--- config.mk ---
export PLATFORM = sky130hd
export DESIGN_NAME = arith_seq_divider
export DESIGN_NICKNAME = d
export VERILOG_FILES = /design/src/rtl/arith_seq_divider.sv
export SDC_FILE = /design/constraint.sdc
export NUM_CORES = 1
export LEC_CHECK = 0
export CAP_MARGIN = 0
export CORE_MARGIN = 10
export CORE_UTILIZATION = 40
export DETAILED_ROUTE_END_ITERATION = 6
export PLACE_DENSITY_LB_ADDON = 0.15
export SETUP_SLACK_MARGIN = 0.4
export SLEW_MARGIN = 15
export SYNTH_ARGS = -nofsm -noshare
export SYNTH_HDL_FRONTEND = slang
export SYNTH_SLANG_ARGS = --single-unit
--- constraint.sdc ---
create_clock -name clk -period 6.93 [get_ports clk]
set_input_delay 1.0395 -clock clk [delete_from_list [all_inputs] [get_ports clk]]
set_output_delay 1.0395 -clock clk [all_outputs]
set_load 0.02 [all_outputs]
--- src/rtl/arith_seq_divider.sv ---
// Iterative unsigned restoring divider: one quotient bit per clock, operands and
// results exchanged over valid/ready handshakes.
module arith_seq_divider #(
  parameter int WIDTH = 8
) (
  input  logic             clk,
  input  logic             rst_n,
  input  logic             in_valid,
  output logic             in_ready,
  input  logic [WIDTH-1:0] dividend,
  input  logic [WIDTH-1:0] divisor,
  output logic             out_valid,
  input  logic             out_ready,
  output logic [WIDTH-1:0] quotient,
  output logic [WIDTH-1:0] remainder,
  output logic             div_by_zero,
  output logic             busy,
  output logic [1:0]       dbg_state
);

  // Handshakes: a transfer happens on a rising edge where valid and ready are
  // both high; valid never depends combinationally on ready on either side.
  localparam int CW = $clog2(WIDTH + 1);

  typedef enum logic [1:0] {
    IDLE = 2'd0,
    CALC = 2'd1,
    DONE = 2'd2
  } state_e;

  state_e           state_q, state_d;
  logic [CW-1:0]    cnt_q, cnt_d;
  logic [WIDTH-1:0] prem_q, prem_d;
  logic [WIDTH-1:0] dvd_q, dvd_d;
  logic [WIDTH-1:0] dvs_q, dvs_d;
  logic [WIDTH-1:0] quo_q, quo_d;
  logic [WIDTH-1:0] rem_q, rem_d;
  logic             dbz_q, dbz_d;

  logic [WIDTH:0]   shifted;
  logic [WIDTH+1:0] trial;
  logic             trial_ok;
  logic [WIDTH-1:0] step_rem;
  logic [WIDTH-1:0] step_dvd;

  // Partial remainder stays below the divisor, so a non-negative trial always
  // fits in WIDTH bits; both upper bits being clear means "no borrow".
  assign shifted  = {prem_q, dvd_q[WIDTH-1]};
  assign trial    = {1'b0, shifted} - {2'b00, dvs_q};
  assign trial_ok = ~|trial[WIDTH+1:WIDTH];
  assign step_rem = trial_ok ? trial[WIDTH-1:0] : shifted[WIDTH-1:0];
  assign step_dvd = {dvd_q[WIDTH-2:0], trial_ok};

  always_comb begin
    state_d = state_q;
    cnt_d   = cnt_q;
    prem_d  = prem_q;
    dvd_d   = dvd_q;
    dvs_d   = dvs_q;
    quo_d   = quo_q;
    rem_d   = rem_q;
    dbz_d   = dbz_q;
    case (state_q)
      IDLE: begin
        if (in_valid) begin
          if (divisor == '0) begin
            state_d = DONE;
            quo_d   = '1;
            rem_d   = dividend;
            dbz_d   = 1'b1;
          end else begin
            state_d = CALC;
            dvd_d   = dividend;
            dvs_d   = divisor;
            prem_d  = '0;
            cnt_d   = CW'(WIDTH);
          end
        end
      end
      CALC: begin
        prem_d = step_rem;
        dvd_d  = step_dvd;
        cnt_d  = cnt_q - CW'(1);
        if (cnt_q == CW'(1)) begin
          state_d = DONE;
          quo_d   = step_dvd;
          rem_d   = step_rem;
          dbz_d   = 1'b0;
        end
      end
      DONE: begin
        if (out_ready) state_d = IDLE;
      end
      default: state_d = IDLE;
    endcase
  end

  always_ff @(posedge clk or negedge rst_n) begin
    if (!rst_n) begin
      state_q <= IDLE;
      cnt_q   <= '0;
      prem_q  <= '0;
      dvd_q   <= '0;
      dvs_q   <= '0;
      quo_q   <= '0;
      rem_q   <= '0;
      dbz_q   <= 1'b0;
    end else begin
      state_q <= state_d;
      cnt_q   <= cnt_d;
      prem_q  <= prem_d;
      dvd_q   <= dvd_d;
      dvs_q   <= dvs_d;
      quo_q   <= quo_d;
      rem_q   <= rem_d;
      dbz_q   <= dbz_d;
    end
  end

  assign in_ready    = (state_q == IDLE);
  assign out_valid   = (state_q == DONE);
  assign busy        = (state_q != IDLE);
  assign quotient    = quo_q;
  assign remainder   = rem_q;
  assign div_by_zero = dbz_q;
  assign dbg_state   = state_q;

endmodule
==> results.md <==
- Status: finished, final reports clean
- Number of vias per cell: between 5 and 6
- Main combinational cell family by area after synthesis: compound AO/OA/AOI/OAI gates
- Slowest stage cell on the critical path: sky130_fd_sc_hd__nor2_1
- Number of warnings printed during yosys synthesis: 0
- Hold Crit Class: reg -> reg
- EDFF count, synth: 0
- Placed inst area: 2990 um^2
- Drt first-iter violations: 135
- Critical path's top delay family: simple AND/OR/NAND/NOR gates
- Post-synth design cell area: 2520 um^2
- Total wirelength of the detailed-routed design: 6160 um
- Final sum of negative setup slack: 0 ps
- Worst IR Drop VDD: around 0.00028 V
- Synthesis-stage register bit count: 47
- DIE AREA: 9870 um^2
- Hold Buf Count CTS: 0
- Master cell of the clock root buffer: sky130_fd_sc_hd__clkbuf_8
- Initial antenna violation count: 0
- Wire length on met1: 2960 um
- End-of-flow core utilization: 0.512
- Critical-path maximum fanout: 20
- Die outline width: 99.4 um
- Post-Syn Instances: approximately 290
- Required time of the critical path: 7130 ps
- Ratio of cells with drive above 1 in the final layout: 0.0677
- Number of buffer cells added on primary ports: just over 40
- Simple-Gate Fraction of Synth Area: 0.182
- Largest net degree at the start of global routing: 48
- Final standard cell area without fillers: 3080 um^2
- Max-cap check violation count: 0
- Routed wirelength normalized by instance count: 15.4 um
- Final min period: 3300 ps
- Number of setup buffers added after CTS: 0
- CTS HTree Levels: 2
- Initial cell density of the core: 0.418
- Cell total after placement: 392
- Number of global-route vias before repair: 2115
- DRC violations left: 0
- Max-slew headroom: 0.238
- Top routing layer used: met4
- Main synth FF type: sky130_fd_sc_hd__dfrtp_1
- Crit path kind: in -> reg
- Number of detailed-route iterations in the first pass: 4
- Fraction of the mapped netlist area in compound gates: 0.211
- Chip height: 99.4 um
- Clock tree sinks: 47
- Area growth syn-to-layout: 22.3%
- Leak: around 1.4 nW
- Total length of routed met2 wires: 2780 um
- Total gr overflow: 0
- Clock buffers created by TritonCTS: 5
- Post-synthesis cell type count: 48
- Area of the core: 6030 um^2
- Total power divided by cell area: 546 nW/um^2
- Top cells by area, synth: sky130_fd_sc_hd__dfrtp_1 47%, sky130_fd_sc_hd__nand2_1 8.8%, sky130_fd_sc_hd__o21ai_0 7.0%
- Async set-reset flop share out of synthesis: 1.00
- Final period utilization: 0.477
- Commonest non-fill, non-tap cell in the layout: sky130_fd_sc_hd__nand2_1
- Count of final setup violators: 0
- Final RePlAce weighted congestion: 0.798
- Number of nets still failing antenna checks after routing: 0
- Clock latency on the worst-skew pair: ~300 ps
- CTS tree: built
- Sequential fraction of the synthesis area: 0.467
- Buffer levels on the longest clock path: 2
- Post-route total power: 1.68 mW
- Synthesized area divided by synthesized cell count: 8.78 um^2
- Total nets after synthesis: 318
- Via count: 2113
- Tightest Pin Transition: 1140 ps
- Fin cells: 400
- Synth Area in XOR/XNOR: 0.0243
- Cells along the critical path: clkdlybuf4s50_1 > nor4_1 > a41oi_1 > nor2_1 > o21ai_0 > o31ai_1
- Crit path arrival time: 3500 ps
- Post-synth top area share: 0.467
- Final Max Tran Viols: 0
- Wire length of the first global-routing pass: around 11000 um
- Top-Level Pins: 42
- Most area-hungry cell type in the Yosys netlist: sky130_fd_sc_hd__dfrtp_1
- Aggregate global-route resource usage: 0.128
- Post-CTS resize count: 0
- Biggest cell delay along the critical path: 890 ps
- Met3 layer wire length in the routed design: 377 um
- Multiplexer share of the synthesized area: 0.0119
- Ant diodes: 0
- RSZ-0062 raised after global routing: no
- Maximum clock frequency: between 300 and 400 MHz
- DPL Wire Length: around 4500 um
- Commonest cells after routing, fill and taps aside: 59 x sky130_fd_sc_hd__nand2_1, 47 x sky130_fd_sc_hd__dfrtp_1, 40 x sky130_fd_sc_hd__clkdlybuf4s50_1, 35 x sky130_fd_sc_hd__o21ai_0, 22 x sky130_fd_sc_hd__nor2_1
- Setup clock skew after layout: 17.5 ps
- Crit path launch type: primary input
- Clock-pin transition on the worst setup and hold timing paths: 100 ps
- Row Count: 28
- Adder-cell share of the synthesized area: 0.0576
- Layout net count: 355
- Sort of element at the end of the critical path: register
- Sum of buffers and inverters on the critical path: 1
- Final count of hold timing violations: 0
-- worst register-to-register path, cell delays in order, from the launching register on --
cell                       delay, ps
sky130_fd_sc_hd__dfrtp_1         430
sky130_fd_sc_hd__inv_1            80
sky130_fd_sc_hd__ha_1            170
sky130_fd_sc_hd__inv_1            60
sky130_fd_sc_hd__fa_1            420
sky130_fd_sc_hd__a211oi_2        220
sky130_fd_sc_hd__o21ai_1         130
sky130_fd_sc_hd__and3_4          210
sky130_fd_sc_hd__o22ai_2         470
sky130_fd_sc_hd__mux2i_1         330
sky130_fd_sc_hd__o21ai_0         110
-- path summary, 6_finish.rpt --
kind	cells past startpoint	from	slack, ps	end
hold reg to reg	2	quotient[1]	470	quotient[1]
setup / recovery	6	divisor[5]	3630	remainder[0]
max in group asynchronous	2	rst_n	5690	prem_q[1]
min in group asynchronous	2	rst_n	830	dvd_q[1]
hold / removal	2	quotient[1]	470	quotient[1]
setup reg to reg	10	dvd_q[7]	4150	prem_q[3]
-- per-stage QoR --
step           hold WS [ps]  setup slack, ps
3_3_place_gp            449             3310
3_5_place_dp            456             3300
6_report                471             3630
4_1_cts                 480             3600
2_1_floorplan           448             4430
5_1_grt                 498             3320
-- sequential cells by signal, indices dropped and copies added (netlist names) --
signal and cells:
cnt_q 4, dbg_state 2, div_by_zero 1, dvd_q 8, dvs_q 8, prem_q 8
quotient 8, remainder 8
-- synthesized netlist by cell type, types with 2 or more instances --
cell type and n:
sky130_fd_sc_hd__nand2_1 59, sky130_fd_sc_hd__dfrtp_1 47, sky130_fd_sc_hd__o21ai_0 35, sky130_fd_sc_hd__nor2_1 22, sky130_fd_sc_hd__inv_1 17, sky130_fd_sc_hd__clkbuf_1 12, sky130_fd_sc_hd__a31oi_1 10, sky130_fd_sc_hd__ha_1 10
sky130_fd_sc_hd__a21oi_1 7, sky130_fd_sc_hd__o21a_1 5, sky130_fd_sc_hd__xnor2_1 5, sky130_fd_sc_hd__mux2i_1 3, sky130_fd_sc_hd__nand3_1 3, sky130_fd_sc_hd__nor3_1 3, sky130_fd_sc_hd__nor4_1 3, sky130_fd_sc_hd__o211ai_1 3
sky130_fd_sc_hd__o22ai_1 3, sky130_fd_sc_hd__or2_2 3, sky130_fd_sc_hd__a211oi_1 2, sky130_fd_sc_hd__a21o_1 2, sky130_fd_sc_hd__a22oi_1 2, sky130_fd_sc_hd__a41oi_1 2, sky130_fd_sc_hd__buf_2 2, sky130_fd_sc_hd__o31ai_1 2
sky130_fd_sc_hd__xor2_1 2
-- cell families after synthesis --
logic type / count (synthesis)
AOI/OAI and AO/OA: 84
xor gates and xnor gates: 7
adders and majority gates: 11
buffers and inverters: 31
DFF: 47
muxes: 3
and+or+nand+nor: 104
-- cell type report --
type	count	area, um^2
multi-input cells	209	1220
flip-flops and latches	47	1180
inverters	17	63.8
fillers	590	2940
repair buffers	44	428
clock inverters	2	13.8
clock buffers	6	82.6
well taps	75	93.8
-- report_power, final --
| group | total (mW) | internal, mW | switching (mW) |
|---|---|---|---|
| clock | 0.181 | 0.0819 | 0.0995 |
| combinational | 1.01 | 0.432 | 0.575 |
| sequential | 0.494 | 0.407 | 0.0870 |
| total | 1.68 | 0.922 | 0.761 |
-- metal layers --
metal  track usage  up-vias
li1              -     1078
met3        0.0415        5
met4        0.0265        0
met5             0        -
met2         0.197       54
met1         0.171      976
Note: power is estimated with default switching activity, not from simulation.
